==> config.mk <==
export PLATFORM = sky130hd
export DESIGN_NAME = store_w_commit_flat
export DESIGN_NICKNAME = d
export VERILOG_FILES = /design/src/rtl/store_w_commit_pkg.sv /design/src/rtl/store_w_commit_if.sv /design/src/rtl/store_w_commit_fifo.sv /design/src/rtl/store_w_commit.sv /design/src/flat_wrapper.sv
export SDC_FILE = /design/constraint.sdc
export NUM_CORES = 1
export LEC_CHECK = 0
export CORE_MARGIN = 2
export CORE_UTILIZATION = 35
export DETAILED_ROUTE_END_ITERATION = 6
export REMOVE_ABC_BUFFERS = 1
export SETUP_SLACK_MARGIN = 0.5
export SYNTH_ARGS = -nofsm -noshare
export SYNTH_HDL_FRONTEND = slang
export SYNTH_SLANG_ARGS = --single-unit
==> constraint.sdc <==
create_clock -name clk_i -period 4 [get_ports clk_i]
set_input_delay 0.6 -clock clk_i [delete_from_list [all_inputs] [get_ports clk_i]]
set_output_delay 0.6 -clock clk_i [all_outputs]
set_load 0.01 [all_outputs]
==> src/rtl/store_w_commit_pkg.sv <==
// Shared types and defaults for the vector store W-commit path.
package vlsu_pkg;

    typedef enum logic [1:0] {
        OKAY   = 2'b00,
        EXOKAY = 2'b01,
        SLVERR = 2'b10,
        DECERR = 2'b11
    } axi_resp_e;

    localparam int unsigned StoreCommitDepth    = 4;
    localparam int unsigned StoreMaxOutstanding = 8;

    typedef struct packed {
        logic [31:0] data;
        logic [3:0]  strb;
        logic        last;
        logic [1:0]  user;
    } axi_w_default_t;

    // Only a literal OKAY counts as success; EXOKAY is treated as an error here.
    function automatic logic resp_is_err(input logic [1:0] resp);
        return resp != OKAY;
    endfunction

endpackage

==> src/rtl/store_w_commit_if.sv <==
// Bundles the store-unit W input, AXI W/B channels, AW observation and completion outputs.
interface store_w_commit_if
    import vlsu_pkg::*;
#(
    parameter type axi_w_t = axi_w_default_t
);
    // valid/ready: a transfer happens on a clock edge where both are high; the
    // sender keeps valid and payload stable until that edge.
    logic       w_valid_i;
    logic       w_ready_o;
    axi_w_t     w_i;
    logic       axi_w_valid_o;
    logic       axi_w_ready_i;
    axi_w_t     axi_w_o;
    logic       aw_fire_i;
    logic       aw_last_i;
    logic       aw_stall_o;
    logic       axi_b_valid_i;
    logic       axi_b_ready_o;
    logic [1:0] axi_b_resp_i;
    logic       store_done_o;
    logic       store_err_o;

    modport slave (
        input  w_valid_i, w_i, axi_w_ready_i, aw_fire_i, aw_last_i,
               axi_b_valid_i, axi_b_resp_i,
        output w_ready_o, axi_w_valid_o, axi_w_o, aw_stall_o, axi_b_ready_o,
               store_done_o, store_err_o
    );

    modport master (
        output w_valid_i, w_i, axi_w_ready_i, aw_fire_i, aw_last_i,
               axi_b_valid_i, axi_b_resp_i,
        input  w_ready_o, axi_w_valid_o, axi_w_o, aw_stall_o, axi_b_ready_o,
               store_done_o, store_err_o
    );

endinterface

==> src/rtl/store_w_commit_fifo.sv <==
// Generic registered FIFO (no fall-through); storage is cleared on reset so the head reads zero.
module store_w_fifo #(
    parameter type         T     = logic,
    parameter int unsigned Depth = 4,
    localparam int unsigned CntW = $clog2(Depth + 1)
) (
    input  logic            clk,
    input  logic            rst,
    input  logic            push,
    input  T                push_data,
    input  logic            pop,
    output T                head,
    output logic            empty,
    output logic [CntW-1:0] count
);
    localparam int unsigned PtrW = (Depth > 1) ? $clog2(Depth) : 1;

    T                mem [Depth];
    logic [PtrW-1:0] rd_ptr, wr_ptr;
    logic [CntW-1:0] cnt;
    logic            do_push, do_pop;

    function automatic logic [PtrW-1:0] ptr_inc(input logic [PtrW-1:0] p);
        return (p == PtrW'(Depth - 1)) ? '0 : p + PtrW'(1);
    endfunction

    assign do_push = push && (cnt < CntW'(Depth));
    assign do_pop  = pop && (cnt != '0);

    always_ff @(posedge clk) begin
        if (rst) begin
            rd_ptr <= '0;
            wr_ptr <= '0;
            cnt    <= '0;
            for (int i = 0; i < Depth; i++) mem[i] <= '0;
        end else begin
            if (do_push) begin
                mem[wr_ptr] <= push_data;
                wr_ptr      <= ptr_inc(wr_ptr);
            end
            if (do_pop) rd_ptr <= ptr_inc(rd_ptr);
            if (do_push && !do_pop)      cnt <= cnt + CntW'(1);
            else if (do_pop && !do_push) cnt <= cnt - CntW'(1);
        end
    end

    assign head  = mem[rd_ptr];
    assign empty = (cnt == '0);
    assign count = cnt;

endmodule

==> src/rtl/store_w_commit.sv <==
// Holds W beats until their AW burst is on the bus, tracks bursts awaiting B,
// and pulses per-instruction completion with an aggregated error.
module store_w_commit
    import vlsu_pkg::*;
#(
    parameter int unsigned Depth          = StoreCommitDepth,
    parameter int unsigned MaxOutstanding = StoreMaxOutstanding,
    parameter type         axi_w_t        = axi_w_default_t
) (
    input logic              clk_i,
    input logic              rst_i,
    store_w_commit_if.slave  bus
);
    localparam int unsigned FifoCntW = $clog2(Depth + 1);
    localparam int unsigned CntW     = $clog2(MaxOutstanding + 1);
    localparam int unsigned PtrW     = (MaxOutstanding > 1) ? $clog2(MaxOutstanding) : 1;

    logic [FifoCntW-1:0]     fifo_count;
    logic                    fifo_empty, w_ready, w_push, w_valid_out, w_pop, last_pop;
    axi_w_t                  fifo_head;
    logic [CntW-1:0]         pend_aw, occ;
    logic [PtrW-1:0]         head, tail;
    logic [MaxOutstanding-1:0] flags;
    logic                    aw_stall, aw_push, b_pop, resp_err, done_set;
    logic                    err_acc, store_done, store_err;

    function automatic logic [PtrW-1:0] ptr_inc(input logic [PtrW-1:0] p);
        return (p == PtrW'(MaxOutstanding - 1)) ? '0 : p + PtrW'(1);
    endfunction

    store_w_fifo #(.T(axi_w_t), .Depth(Depth)) u_fifo (
        .clk       (clk_i),
        .rst       (rst_i),
        .push      (w_push),
        .push_data (bus.w_i),
        .pop       (w_pop),
        .head      (fifo_head),
        .empty     (fifo_empty),
        .count     (fifo_count)
    );

    assign w_ready     = fifo_count < FifoCntW'(Depth);
    assign w_push      = bus.w_valid_i && w_ready;
    assign w_valid_out = !fifo_empty && (pend_aw != '0);
    assign w_pop       = w_valid_out && bus.axi_w_ready_i;
    assign last_pop    = w_pop && fifo_head.last;

    // A burst's beats may only leave once its AW has been accepted.
    always_ff @(posedge clk_i) begin
        if (rst_i) begin
            pend_aw <= '0;
        end else if (aw_push && !last_pop) begin
            pend_aw <= pend_aw + CntW'(1);
        end else if (last_pop && !aw_push) begin
            pend_aw <= pend_aw - CntW'(1);
        end
    end

    // A B in the same cycle frees a slot, so a full queue may still accept an AW.
    assign aw_stall = (occ == CntW'(MaxOutstanding));
    assign b_pop    = bus.axi_b_valid_i && (occ != '0);
    assign aw_push  = bus.aw_fire_i && (!aw_stall || b_pop);
    assign resp_err = resp_is_err(bus.axi_b_resp_i);
    assign done_set = b_pop && flags[head];

    always_ff @(posedge clk_i) begin
        if (rst_i) begin
            head  <= '0;
            tail  <= '0;
            occ   <= '0;
            flags <= '0;
        end else begin
            if (aw_push) begin
                flags[tail] <= bus.aw_last_i;
                tail        <= ptr_inc(tail);
            end
            if (b_pop) head <= ptr_inc(head);
            if (aw_push && !b_pop)      occ <= occ + CntW'(1);
            else if (b_pop && !aw_push) occ <= occ - CntW'(1);
        end
    end

    always_ff @(posedge clk_i) begin
        if (rst_i) begin
            err_acc    <= 1'b0;
            store_done <= 1'b0;
            store_err  <= 1'b0;
        end else begin
            store_done <= done_set;
            store_err  <= done_set && (err_acc || resp_err);
            if (b_pop) err_acc <= done_set ? 1'b0 : (err_acc || resp_err);
        end
    end

    assign bus.w_ready_o     = w_ready;
    assign bus.axi_w_valid_o = w_valid_out;
    assign bus.axi_w_o       = fifo_head;
    assign bus.aw_stall_o    = aw_stall;
    assign bus.axi_b_ready_o = 1'b1;
    assign bus.store_done_o  = store_done;
    assign bus.store_err_o   = store_err;

    a_aw_while_full: assert property (@(posedge clk_i) disable iff (rst_i)
        !(bus.aw_fire_i && !aw_push));
    a_b_while_empty: assert property (@(posedge clk_i) disable iff (rst_i)
        !(bus.axi_b_valid_i && occ == '0));
    a_w_hold: assert property (@(posedge clk_i) disable iff (rst_i)
        (w_valid_out && !bus.axi_w_ready_i) |=> (w_valid_out && $stable(fifo_head)));

endmodule

==> src/flat_wrapper.sv <==
// flat-port wrapper written by rule: the top's interface ports become plain ports
module store_w_commit_flat import vlsu_pkg::*;
#(
    parameter int unsigned Depth          = StoreCommitDepth,
    parameter int unsigned MaxOutstanding = StoreMaxOutstanding,
    parameter type         axi_w_t        = axi_w_default_t
)
  (clk_i, rst_i, bus_w_valid_i, bus_w_i, bus_axi_w_ready_i, bus_aw_fire_i, bus_aw_last_i, bus_axi_b_valid_i, bus_axi_b_resp_i, bus_w_ready_o, bus_axi_w_valid_o, bus_axi_w_o, bus_aw_stall_o, bus_axi_b_ready_o, bus_store_done_o, bus_store_err_o);
  store_w_commit_if #(.axi_w_t(axi_w_t)) bus_i ();
  input logic clk_i;
  input logic rst_i;
  input wire logic [$bits(bus_i.w_valid_i)-1:0] bus_w_valid_i;
  input wire logic [$bits(bus_i.w_i)-1:0] bus_w_i;
  input wire logic [$bits(bus_i.axi_w_ready_i)-1:0] bus_axi_w_ready_i;
  input wire logic [$bits(bus_i.aw_fire_i)-1:0] bus_aw_fire_i;
  input wire logic [$bits(bus_i.aw_last_i)-1:0] bus_aw_last_i;
  input wire logic [$bits(bus_i.axi_b_valid_i)-1:0] bus_axi_b_valid_i;
  input wire logic [$bits(bus_i.axi_b_resp_i)-1:0] bus_axi_b_resp_i;
  output wire logic [$bits(bus_i.w_ready_o)-1:0] bus_w_ready_o;
  output wire logic [$bits(bus_i.axi_w_valid_o)-1:0] bus_axi_w_valid_o;
  output wire logic [$bits(bus_i.axi_w_o)-1:0] bus_axi_w_o;
  output wire logic [$bits(bus_i.aw_stall_o)-1:0] bus_aw_stall_o;
  output wire logic [$bits(bus_i.axi_b_ready_o)-1:0] bus_axi_b_ready_o;
  output wire logic [$bits(bus_i.store_done_o)-1:0] bus_store_done_o;
  output wire logic [$bits(bus_i.store_err_o)-1:0] bus_store_err_o;
  assign bus_i.w_valid_i = bus_w_valid_i;
  assign bus_i.w_i = bus_w_i;
  assign bus_i.axi_w_ready_i = bus_axi_w_ready_i;
  assign bus_i.aw_fire_i = bus_aw_fire_i;
  assign bus_i.aw_last_i = bus_aw_last_i;
  assign bus_i.axi_b_valid_i = bus_axi_b_valid_i;
  assign bus_i.axi_b_resp_i = bus_axi_b_resp_i;
  assign bus_w_ready_o = bus_i.w_ready_o;
  assign bus_axi_w_valid_o = bus_i.axi_w_valid_o;
  assign bus_axi_w_o = bus_i.axi_w_o;
  assign bus_aw_stall_o = bus_i.aw_stall_o;
  assign bus_axi_b_ready_o = bus_i.axi_b_ready_o;
  assign bus_store_done_o = bus_i.store_done_o;
  assign bus_store_err_o = bus_i.store_err_o;
  store_w_commit #(.Depth(Depth), .MaxOutstanding(MaxOutstanding), .axi_w_t(axi_w_t)) u_core (.clk_i(clk_i), .rst_i(rst_i), .bus(bus_i));
endmodule
# [Word-level counts from Yosys, hierarchy flattened]
# Memories as Yosys holds them, arrays and structs flattened. A register that Yosys moved wholly into a read port is not among the register bits.
# Index checks and enable logic that the tools add are counted.
[totals] ff_bits=32 latchBits=0 ram_bits=156 mem_bits_ro=0 in_bits=48 output_inout_bits=45 wordCells=92 memories=1
[op_classes] n_addsub=10 multipliers=0 div_mod_pow=0 magnitude_cmp=4 eq_ne=5 shift=0 n_mux=26 bitwise=0 n_reduce_logical=35
[memory_table] name="u_core.u_fifo.mem" words=4 word_bits=39 read_ports=1 rd_ports_with_merged_regs=1 wr=4 line_no="store_w_commit_fifo.sv:18" rtl="T mem [Depth];"
[ops] op="39-bit two-way mux" n=1
[ops] op="39-bit OR reduction" n=1
[ops] op="1-bit logical AND" n=17
[ops] op="4-bit two-way mux" n=4
[ops] op="3-bit two-way mux" n=4
[ops] op="2-bit two-way mux" n=5
[ops] op="3-bit by 1-bit adder with 3-bit output (second input constant)" n=3
[ops] op="1-bit two-way mux" n=9
[ops] op="4-bit by 1-bit adder with 4-bit output (second input constant)" n=2
[ops] op="8-bit bitwise mux" n=1
[ops] op="3-bit by 4-bit less-than comparator with 1-bit output (second input constant)" n=2
[ops] op="2-bit nonzero test" n=4
[ops] op="4-bit nonzero test" n=2
[ops] op="4-bit by 1-bit subtractor with 4-bit output (second input constant)" n=2
[ops] op="1-bit zero test" n=7
[ops] op="3-bit equality test (second input constant)" n=2
[ops] op="2-bit by 1-bit adder with 2-bit output (second input constant)" n=2
[ops] op="2-bit equality test (second input constant)" n=2
[ops] op="4-bit equality test (second input constant)" n=1
[ops] op="1-bit binary-select mux with 3-bit select" n=1
[ops] op="1-bit demux with 3-bit select" n=1
[ops] op="3-bit by 1-bit greater-or-equal comparator with 1-bit output (second input constant)" n=1
[ops] op="3-bit zero test" n=1
[ops] op="3-bit less-than comparator (second input constant)" n=1
[ops] op="other kinds (3)" n=4

# [Longest topological paths before layout]
# Gate-level depths: netlist of the first run.
[depth] depth_word=8 depth_mapped=11 ltp_nobuf=10

# [By module]
# From an unflattened synthesis of the first run, not the netlist that was laid out.
[unflattened] cells_unflattened=569 hier_area_um2=8559.5
[by_module_without_submodules] module="store_w_fifo" instances=1 cells_per_inst=421 area_per_inst_um2=7173.1 seq_area_each_um2=4864.7
[by_module_without_submodules] module="store_w_commit" instances=1 cells_per_inst=148 area_per_inst_um2=1386.3 seq_area_each_um2=500.5

# [Least setup slack after synthesis of the first run]
# Ideal clock, no wire load.
[synth_timing] path_kind="reg2reg" start="register u_core.occ[0]" end="register u_core.pend_aw[3]" setup_ns=0.121 t_arrival_ns=2.584 required_time_ns=3.879 path_slack_ns=1.295 stages_incl_launch_ff=12 n_path_buf=1 synth_period_minus_slack_ns=2.705 cell_sequence="dfxtp_1 > or4b_1 > buf_6 > o21ai_4 > inv_1 > ha_1 > inv_1 > ha_1 > a21oi_1 > a211oi_1 > a31oi_1 > mux2_2"
[synth_via] elab_chain_len=7 word_cells_on_any_way=11 cone_classes="eq/ne (1); mux (1); reduce/logical (9)"
[synth_lines] item="start: declaration" line_no="store_w_commit.sv:21" rtl="logic [CntW-1:0] pend_aw, occ;"
[synth_lines] item="start signal: assignment" line_no="store_w_commit.sv:78" rtl="if (aw_push && !b_pop) occ <= occ + CntW'(1);"
[synth_lines] item="start signal: assignment" line_no="store_w_commit.sv:79" rtl="else if (b_pop && !aw_push) occ <= occ - CntW'(1);"
[synth_lines] item="4-bit equality test or 4-bit nonzero test (tied branches)" line_no="store_w_commit.sv:60, store_w_commit.sv:61"
[synth_lines] item="1-bit zero test or 1-bit logical AND (tied branches)" line_no="store_w_commit.sv:62, store_w_commit.sv:61"
[synth_lines] item="1-bit logical OR (*)" line_no="store_w_commit.sv:62" rtl="assign aw_push = bus.aw_fire_i && (!aw_stall || b_pop);"
[synth_lines] item="1-bit logical AND (*)" line_no="store_w_commit.sv:62"
[synth_lines] item="net u_core.aw_push" line_no="store_w_commit.sv:24" rtl="logic aw_stall, aw_push, b_pop, resp_err, done_set;"
[synth_lines] item="1-bit zero test" line_no="store_w_commit.sv:54" rtl="end else if (last_pop && !aw_push) begin"
[synth_lines] item="1-bit logical AND" line_no="store_w_commit.sv:54"
[synth_lines] item="2-bit nonzero test (no line)"
[synth_lines] item="end signal: assignment" line_no="store_w_commit.sv:53" rtl="pend_aw <= pend_aw + CntW'(1);"
[synth_lines] item="end signal: assignment" line_no="store_w_commit.sv:55" rtl="pend_aw <= pend_aw - CntW'(1);"
[synth_lines] item="end: declaration" line_no="store_w_commit.sv:21"
# Mark *: on every way through the listed nets, which the timed path passes. The rest lies on a longest branch.
# A chain may end at the register's enable or synchronous reset.

==> flow_summary.yaml, run 1 <==
synthesis:
  ys_seq_area_share_pct: 63.5
  ys_seq_elements: 190
  synthDistinctLibCells: 39
  syn_area_um2: 8450
  synth_edf_count: 156
  ys.flop_type: "edfxtp_1"
  synth_cells: 569
  ys_async_sr_fraction_pct: 0
  synth.yosys.warnings: 0
  syn_area_per_cell_um2: 14.9
route:
  wl_per_cell_um: 18.5
  routed_wl_mm: 18.2
  via_per_inst: 4.90
  dr.pass1.iters: 4
  ant_nets: 0
  drc: 0
  vias: 4840
  drt_iter0_drc: 271
global_route:
  grtUsageMet2_pct: 25.2
  grt_pass1_wl_mm: 28.7
  grt_util_met1_pct: 18.8
  gr-usage-all-layers_pct: 14.9
  grt_use_met3_pct: 2.53
  grt_max_degree: 40
  grt_pass1_vias: 5084
  antenna_found_initial: 0
  busiest_layer: "met2"
  overflow: 0
clock_network:
  path_clk_slew_ns: 0.07
  cts_resized: 0
  cts_root_buf: "clkbuf_16"
  clock_latency_ns: 0.43
  cts_setup_buffers: 0
  ctsHoldBuffers: 0
  cts_tree: "done"
  cts_buffer_depth: 2
  cts_made_buffers: 17
  h-tree-depth: 4
  cts_sinks: 190
floorplan:
  dieArea_um2: 25400
  core-area_um2: 23600
  dieWidth_um: 159
  io_pins: 93
  die_h_um: 159
  initial_core_util_pct: 35.8
  rows: 56
critical_path:
  crit_end: "bus_axi_w_o[29]"
  worstSetupPathType: "flop to primary output"
  crit_arrival_ns: 2.66
  rr_startpoint: "u_core.occ[0]"
  critical_path_required_ns: 3.40
  worstPathMaxFanout: 26
  r2r-end: "u_core.occ[3]"
  worst_setup_path_start_kind: "flop"
  cp-end-kind: "primary output"
  r2r_cells: 10
  reg2reg_slack_ns: 0.90
cells_and_area:
  layout_common_cells: "and2_1 (157), edfxtp_1 (156), clkdlybuf4s50_1 (91)"
  layout_commonest_cell: "and2_1"
  drive_above_1_share_pct: 14.8
  antenna_cells: 0
  final_core_util_pct: 43.8
  nFillCells: 2154
  area_delta_synth_final_pct: 22.4
  fin_nets: 719
sta:
  skew_ns: 0.00990
  tns_ns: 0
  hold_viol_final: 0
  setup_viol: 0
  min_period_ns: 3.26
  tightest_slew_ns: 1.02
  hold_ws_ns: 0.479
  relSlewSlack_pct: 32.1
  maxSlewViolCount: 0
  max_freq_mhz: 307
  rsz0062_at_grt: "no"
  post-route-period-util_pct: 81.6
power:
  seq_power_share_pct: 44.6
  clkPwrFrac_pct: 29.4
  internal-power_mw: 4.05
  power_density_nw_per_um2: 549
  leakagePower_nw: 3.79
  p_sw_mw: 1.62
  ir_drop_mv: 0.257
  switching_share_pct: 28.6
  comb_power_share_pct: 25.9
worst_hold_path:
  hold_class: "flop to flop"
  hold_depth: 2
placed_design:
  portBuffers: 91
  place.gp.congestion: 0.760
  hpwl_mm: 11.0
outcome:
  status: "finished clean"
job:
  max_cap_viol_count: 0
-- power by group through the flow --
stage / combinational [mW] / sequential [mW] / clock (mW)
after global routing: 1.62 / 2.57 / 1.78
after global placement: 1.46 / 2.56 / 0
final: 1.47 / 2.53 / 1.67
after detailed placement: 1.49 / 2.58 / 0
after CTS: 1.50 / 2.54 / 1.70
after floorplan: 0.824 / 2.58 / 0
-- cells by family (layout without fill, tap and decap cells) --
family / after synthesis / count (layout) / share of synthesized area (%)
fa+ha+maj: 16 / 16 / 2.63
flops: 190 / 190 / 63.5
simple gates: 228 / 228 / 15.7
xor+xnor: 6 / 6 / 0.622
other cells: 1 / 1 / 0.0444
buf+inv: 42 / 141 / 2.19
mux: 58 / 58 / 13.0
compound gates: 28 / 28 / 2.35
-- cell usage after synthesis, types with 2 or more instances --
master | instances | share of area (%)
nor3_1 | 7 | 0.41
ha_1 | 13 | 1.9
buf_2 | 5 | 0.30
a31oi_1 | 2 | 0.15
clkbuf_1 | 26 | 1.2
mux4_2 | 41 | 11
a21oi_1 | 12 | 0.71
mux2_2 | 2 | 0.27
or3b_2 | 2 | 0.21
nand2_1 | 6 | 0.27
o2111ai_1 | 4 | 0.41
edfxtp_1 | 156 | 55
nor3b_1 | 2 | 0.18
nor2_1 | 35 | 1.6
o211ai_1 | 4 | 0.36
fa_1 | 3 | 0.71
a211oi_1 | 2 | 0.18
xnor2_1 | 2 | 0.21
dfxtp_1 | 34 | 8.1
or2_2 | 4 | 0.30
xor2_1 | 4 | 0.41
or3_1 | 3 | 0.22
and2_1 | 157 | 12
nor2b_1 | 4 | 0.30
inv_1 | 8 | 0.36
nand3_1 | 4 | 0.24
mux2i_1 | 15 | 1.8
-- flip-flops by register name, indices dropped and copies added (netlist names), named ones only --
register	count
u_core.u_fifo.count	3
u_core.u_fifo.rd_ptr	2
u_core.tail	3
u_core.head	3
u_core.bus.store_err_o	1
u_core.u_fifo.wr_ptr	2
u_core.pend_aw	4
u_core.occ	4
u_core.flags	8
u_core.err_acc	1
u_core.bus.store_done_o	1
u_core.u_fifo.mem	156
-- worst min-delay path by stage --
stage                 to               startpoint  slack, ns
floorplan           flop  u_core.u_fifo.rd_ptr[1]       0.45
global placement    flop  u_core.u_fifo.rd_ptr[1]       0.46
detailed placement  flop  u_core.u_fifo.rd_ptr[1]       0.47
CTS                 flop  u_core.u_fifo.rd_ptr[1]       0.48
global route        flop  u_core.u_fifo.rd_ptr[1]       0.51
finish              flop  u_core.u_fifo.rd_ptr[1]       0.48
-- per-stage QoR --
stage	worst slack, ns	instances	total power, mW	area [um^2]
final	0.738	987	5.68	10300
after global placement	0.890	955	4.02	9760
after detailed placement	0.724	955	4.07	9760
after CTS	0.628	987	5.74	10300
after floorplan	0.0703	535	3.41	8300
after global routing	0.535	987	5.96	10300
-- metal layers --
| layer | wire, um | part of all wire [%] |
|---|---|---|
| met1 | 8260 | 45 |
| met2 | 9030 | 49 |
| met3 | 540 | 3.0 |
| met4 | 420 | 2.3 |
| met5 | 0 | 0 |
-- critical path: stages (launching register included) --
cell and delay [ns]:
dfxtp_4 0.53, buf_4 0.54, mux4_2 0.62, clkdlybuf4s50_1 0.51
-- layout make-up --
| class | count | area, um^2 | area share (%) |
|---|---|---|---|
| multi-input cells | 337 | 2930 | 28.3 |
| inverters | 8 | 30.0 | 0.290 |
| clock buffers | 18 | 429 | 4.15 |
| well taps | 319 | 399 | 3.86 |
| clock inverters | 14 | 155 | 1.50 |
| flip-flops and latches | 190 | 5370 | 51.9 |
| repair buffers | 101 | 1040 | 10.0 |
No activity file was read; power rests on OpenSTA's default activity.
==> run 2, diff against run 1 <==
Clock period 4 ns to 3 ns, I/O delays scaled along.
==> run 2 against run 1 <==
Effect of this change:
- non-clock buffer count is 21 higher
- clock power up 34%
- utilization rose by 1.7 points
- critical path depth up 1
- via count is 1.8% higher
- sequential cell count stayed put
- worst setup slack lost 0.26 ns
- critical endpoint is now bus_axi_w_o[13]
- largest power group unchanged
==> flow_summary.yaml, run 2 (synthesis gave the netlist of run 1 again) <==
critical_path:
  worst_setup_path_start_kind: "flop"
  worstPathMaxFanout: 9
  cp_slowest_stage_delay_ns: 0.49
  critical_path_required_ns: 2.55
  slowest_stage: "mux4_2"
  crit_arrival_ns: 2.07
  critPathBufInv: 3
  path_delay_family: "buffers and inverters"
  worstSetupPathType: "flop to primary output"
  crit_chain: "buf_4, bufbuf_16, mux4_2, dlygate4sd2_1"
  cp-end-kind: "primary output"
cells_and_area:
  antenna_cells: 0
  fin_nets: 740
  nFillCells: 2153
  reg_top3: "u_core.u_fifo.mem x156, u_core.flags x8"
  layout.cells.non_filler: 1008
  final_core_util_pct: 45.5
  largest_reg_flops: 156
  layout_common_cells: "and2_1 (157), edfxtp_1 (156), clkdlybuf4s50_1 (52)"
  top_register: "u_core.u_fifo.mem"
  drive_above_1_share_pct: 20.3
  area_delta_synth_final_pct: 27.1
  layout_commonest_cell: "and2_1"
placed_design:
  place.gp.congestion: 0.718
  portBuffers: 91
  placed_cells: 964
  hpwl_mm: 11.2
  place_worst_setup_slack_ns: 0.0530
floorplan:
  initial_core_util_pct: 35.8
  dieWidth_um: 159
  io_pins: 93
  core-area_um2: 23600
  dieArea_um2: 25400
  die_h_um: 159
  rows: 56
global_route:
  antenna_found_initial: 1
  gr-usage-all-layers_pct: 15.5
  grt_max_degree: 40
  grt_pass1_wl_mm: 29.7
  overflow: 0
  grt_pass1_vias: 5242
sta:
  fin_ws_ns: 0.480
  max_freq_mhz: 397
  relSlewSlack_pct: 30.5
  tns_ns: 0
  setup_viol: 0
  hold_viol_final: 0
  rsz0062_at_grt: "yes"
  hold_ws_ns: 0.502
  skew_ns: 0.0119
  maxSlewViolCount: 0
  post-route-period-util_pct: 84.0
  min_period_ns: 2.52
  tightest_slew_ns: 1.04
route:
  vias: 4925
  wl_per_cell_um: 18.9
  drt_iter0_drc: 299
  ant_nets: 0
  dr.pass1.iters: 4
  routed_wl_mm: 19.1
  drc: 0
  via_per_inst: 4.89
clock_network:
  path_clk_slew_ns: 0.07
  cts_made_buffers: 17
  cts_tree: "done"
  h-tree-depth: 4
  cts_sinks: 190
  clock_latency_ns: 0.44
  cts_buffer_depth: 2
  cts_root_buf: "clkbuf_16"
power:
  ir_drop_mv: 0.397
  power_density_nw_per_um2: 734
  leakagePower_nw: 4.17
job:
  max_cap_viol_count: 0
worst_hold_path:
  hold_class: "flop to flop"
outcome:
  status: "finished clean"
## run 2: cell types whose count changed in the layout (fill, tap and decap cells not counted), moves of 3 or more
cell,delta
clkdlybuf4s50_1,-39
dlygate4sd2_1,+18
buf_4,+15
dlymetal6s2s_1,+15
clkdlybuf4s15_1,+6
ha_1,-6
ha_4,+5
dfxtp_1,-3
inv_1,-3
## run 2: worst register-to-register path: stages (launching register included)
cell and delay, ns:
dfxtp_4 0.35, or4b_4 0.54, o21ai_4 0.15, inv_2 0.09, ha_4 0.17, inv_4 0.06, buf_6 0.11, ha_4 0.20
nand3_4 0.06, a211oi_1 0.08, a31oi_1 0.22, mux2_2 0.37
## run 2: routing by layer
layer / wire length, um / track usage (%) / vias up
li1: - / - / 2288
met1: 8080 / 19.0 / 2491
met2: 9640 / 27.0 / 124
met3: 914 / 3.39 / 22
met4: 423 / 5.62 / 0
met5: 0 / 0 / -
## run 2: timing repair
action                                  4_1_cts  5_1_grt
buffers inserted                              5        4
hold endpoints to repair                      0        0
gates cloned                                  2        1
resized for setup                            41       34
pin swaps                                     3        2
hold buffers                                  0        0
endpoints found under the setup margin       41       18
## run 2: layout make-up
cell class | instances | area (um^2) | share of cell area, %
repair buffers | 122 | 1300 | 12.1
clock inverters | 15 | 166 | 1.55
clock buffers | 17 | 425 | 3.96
flip-flops and latches | 190 | 5380 | 50.1
multi-input cells | 337 | 3040 | 28.3
well taps | 319 | 399 | 3.72
inverters | 8 | 35.0 | 0.326
## run 2: worst paths after layout
path,from,to,slack (ns),cells after the start
max,flop,bus_axi_w_o[13],0.48,4
min reg2reg,u_core.flags[6],u_core.flags[6],0.50,2
min,u_core.flags[6],u_core.flags[6],0.50,2
max reg2reg,u_core.occ[1],u_core.occ[3],0.50,11
## run 2: power by group
part / leakage [nW] / switching [mW] / internal (mW)
clock: 0.287 / 1.11 / 1.12
combinational: 1.99 / 1.07 / 1.24
sequential: 1.90 / 0.170 / 3.18
total: 4.17 / 2.35 / 5.54
## run 2: through the flow
step / instance area (um^2) / total power [mW]
floorplan: 8300 / 4.55
detailed placement: 9830 / 5.49
global placement: 9830 / 5.40
finish: 10700 / 7.88
CTS: 10600 / 7.85
global route: 10700 / 8.28
